<file path="src/rtl/rr_arbiter_8_pkg.sv">
// arb_pkg: shared types and constants for the 8-way round-robin arbiter.
package arb_pkg;
    localparam int N_REQ = 8;
    localparam int ID_W  = 3;
    typedef enum logic {IDLE, GRANT} arb_state_t;
    typedef logic [N_REQ-1:0] req_vec_t;
    typedef logic [ID_W-1:0]  req_id_t;
endpackage

</file>
<file path="src/rtl/rr_arbiter_8_pick.sv">
// rr_pick_8: combinational round-robin winner search starting at ptr.
module rr_pick_8
    import arb_pkg::*;
(
    input  req_vec_t req,
    input  req_id_t  ptr,
    output req_id_t  win,
    output logic     any_req
);
    logic [2*N_REQ-1:0] dbl;
    req_vec_t           rot;
    req_id_t            off;
    // rotate so ptr lands on bit 0, find lowest set bit, then undo the rotation
    always_comb begin
        dbl = {req, req} >> ptr;
        rot = dbl[N_REQ-1:0];
        off = '0;
        for (int i = N_REQ - 1; i >= 0; i--) if (rot[i]) off = req_id_t'(i);
        win     = off + ptr;
        any_req = |req;
    end
endmodule

</file>
<file path="config.mk">
export PLATFORM = sky130hd
export DESIGN_NAME = rr_pick_8
export DESIGN_NICKNAME = d
export VERILOG_FILES = /design/src/rtl/rr_arbiter_8_pkg.sv /design/src/rtl/rr_arbiter_8_pick.sv
export SDC_FILE = /design/constraint.sdc
export NUM_CORES = 1
export LEC_CHECK = 0
export CORE_MARGIN = 2
export CORE_UTILIZATION = 26
export DETAILED_ROUTE_END_ITERATION = 10
export PLACE_DENSITY = 0.63
export SYNTH_ARGS = -nofsm -noshare
export SYNTH_HDL_FRONTEND = slang
export SYNTH_SLANG_ARGS = --single-unit
</file>
<file path="constraint.sdc">
create_clock -name vclk -period 3.3
set_input_delay 0.495 -clock vclk [all_inputs]
set_output_delay 0.495 -clock vclk [all_outputs]
set_load 0.1 [all_outputs]
</file>
==> metrics.txt <==
Final WS setup=-190 ps; Worst Tran Pin Value=452 ps; Post-CTS Hold Buffers=0; Seq. cell area=0 um^2; fraction of layout cells with a size suffix above 1=64.3%; slew margin rel.=69.8%; CP Class=input pin to primary output; I/O pin total=15; Hold Vio Cnt, Final=0; ant diodes=0; synth top area cells=mux4_1 (35%), mux2i_1 (9.6%), mux2_2 (6.5%); initial drt markers=2; Crit. End Element=primary output; status=finished, violations left; fin util=48.6%; footprint of the multi-input gates=538 um^2; f_max=287 MHz; setup TNS=-245 ps; drt drc=0; Pint=131 uW; Synth cell types=26; first-pass GRT wire length=2510 um; Crit path top cell by count=xnor2_4; CP delay by family, top=multiplexers; Buf/Inv on CP=3; vias in the first global route=563; die width=48.7 um; RSZ-0062 raised after global routing=true; crit path cell chain=buf_4 -> mux4_2 -> mux2i_4 -> o311ai_2 -> a21bo_2 -> a31oi_1 -> ha_2 -> inv_2 -> fa_2 -> xnor2_4 -> xnor2_4 -> buf_12; Peak VDD IR=0.277 mV; PortBufs=15; Final GP Congestion=0.769; NetSw=146 uW; nets=99; fin crit share=106%; Syn-to-layout area delta=80.0%; std cell rows=16; Clk pwr share=0%; switching share of power=52.6%; Period minus WS final=3490 ps; Worst EP required=2800 ps; final setup vio count=2; floorplan core area=1920 um^2; antenna viol nets, final=0; Leakage=0.414 nW; Worst EP arrival=2990 ps; initial antenna violation count=0; pin count of the biggest net entering global routing=13; GRT Residual Overflow=0; Startpoint Class=input pin; Detailed Routing Iterations Pass 1=4; register area share after synthesis=0%; Crit path depth=12; seq_cells=0; max-cap viol count=0; crit-path max FO=5; final WL=1410 um; Total Routing Usage GR=12.9%; Max Transition Viols Final=0; Avg Cell Area, Syn=10.4 um^2; hpwl dp=1210 um; Initial Util=27.0%; drt via density=5.02; PwrDens=296 nW/um^2; Worst Setup EP=win[2]; most frequent cells in the layout=buf_4 (22), buf_6 (6), mux4_1 (5), nand2_1 (5), buf_2 (4); Die Y=48.7 um; filler instances=195; combinational share of power=100.0%; total number of vias=557; CP startpoint=req[2]; Synth top area share=35.4%; hold crit path type=input pin to primary output; post-synthesis net count=63; failing checks=negative setup slack; slowest cell on the critical path=mux4_2; cell count after synthesis=50; leading area contributor after synthesis=mux4_1; Die ar.=2370 um^2; post-DR wirelength/cell=12.7 um; sequential share of power=0%; Mapped Area=519 um^2; slowest cell delay on critical path=500 ps; # clk buffers=0; Ys Warns=0; most common cell after layout, fill and taps aside=buf_4
metal layers:
| metal | wire (um) | track usage, % | vias up |
|---|---|---|---|
| met5 | 0 | 0 | - |
| met4 | 8 | 1.90 | 0 |
| met3 | 53 | 0.926 | 2 |
| met2 | 751 | 23.5 | 16 |
| met1 | 596 | 17.0 | 263 |
| li1 | - | - | 276 |
cell type report:
| type | count | share of cell area, % |
|---|---|---|
| Inverter | 5 | 2.41 |
| Multi-Input combinational cell | 42 | 57.6 |
| Timing Repair Buffer | 37 | 36.4 |
| Tap cell | 27 | 3.61 |
power groups by stage:
stage               Clock [mW]  Sequential (mW)  Combinational (mW)
global route                 0                0               0.292
floorplan                    0                0               0.172
finish                       0                0               0.277
CTS                          0                0               0.273
global placement             0                0               0.266
detailed placement           0                0               0.269
synthesized netlist by cell type, drive strengths merged (2+ instances only):
cell type and count:
buf 3, inv 5, mux2 4, mux2i 5
mux4 7, nand2 5, nor4 2, o211ai 2
xnor2 2
worst min-delay path by stage:
| stage | startpoint | endpoint | slack, ps | cells past startpoint |
|---|---|---|---|---|
| after global routing | req[6] | any_req | 1480 | 4 |
| final | req[6] | any_req | 1450 | 4 |
| after detailed placement | req[2] | any_req | 1940 | 4 |
| after CTS | req[6] | any_req | 1450 | 4 |
| after global placement | req[6] | any_req | 1930 | 4 |
| after floorplan | ptr[0] | win[0] | 1410 | 1 |
cells by family (layout without fill, tap and decap cells):
kind of cell | count (synthesis) | after routing | share of synthesized area, %
mux | 16 | 16 | 54.5
compound gates | 11 | 11 | 17.8
simple gates | 11 | 11 | 10.4
buf+inv | 8 | 42 | 7.71
fa+ha+maj | 2 | 2 | 6.26
xor+xnor | 2 | 2 | 3.37
stage by stage:
| stage | power [mW] | std cells | hold WS [ps] | cell area, um^2 | worst slack, ps |
|---|---|---|---|---|---|
| floorplan | 0.172 | 50 | 1410 | 571 | -352 |
| global placement | 0.266 | 109 | 1930 | 902 | -843 |
| detailed placement | 0.269 | 109 | 1940 | 902 | -808 |
| CTS | 0.273 | 110 | 1450 | 901 | -209 |
| global route | 0.292 | 111 | 1480 | 935 | -283 |
| finish | 0.277 | 111 | 1450 | 935 | -190 |
repair_timing:
action | CTS | global route
resized for setup | 55 | 5
endpoints found under the hold margin | 0 | 0
setup buffers | 1 | 1
pin swaps | 7 | 6
setup endpoints to repair | 3 | 2
No activity file was read; power rests on OpenSTA's default activity.
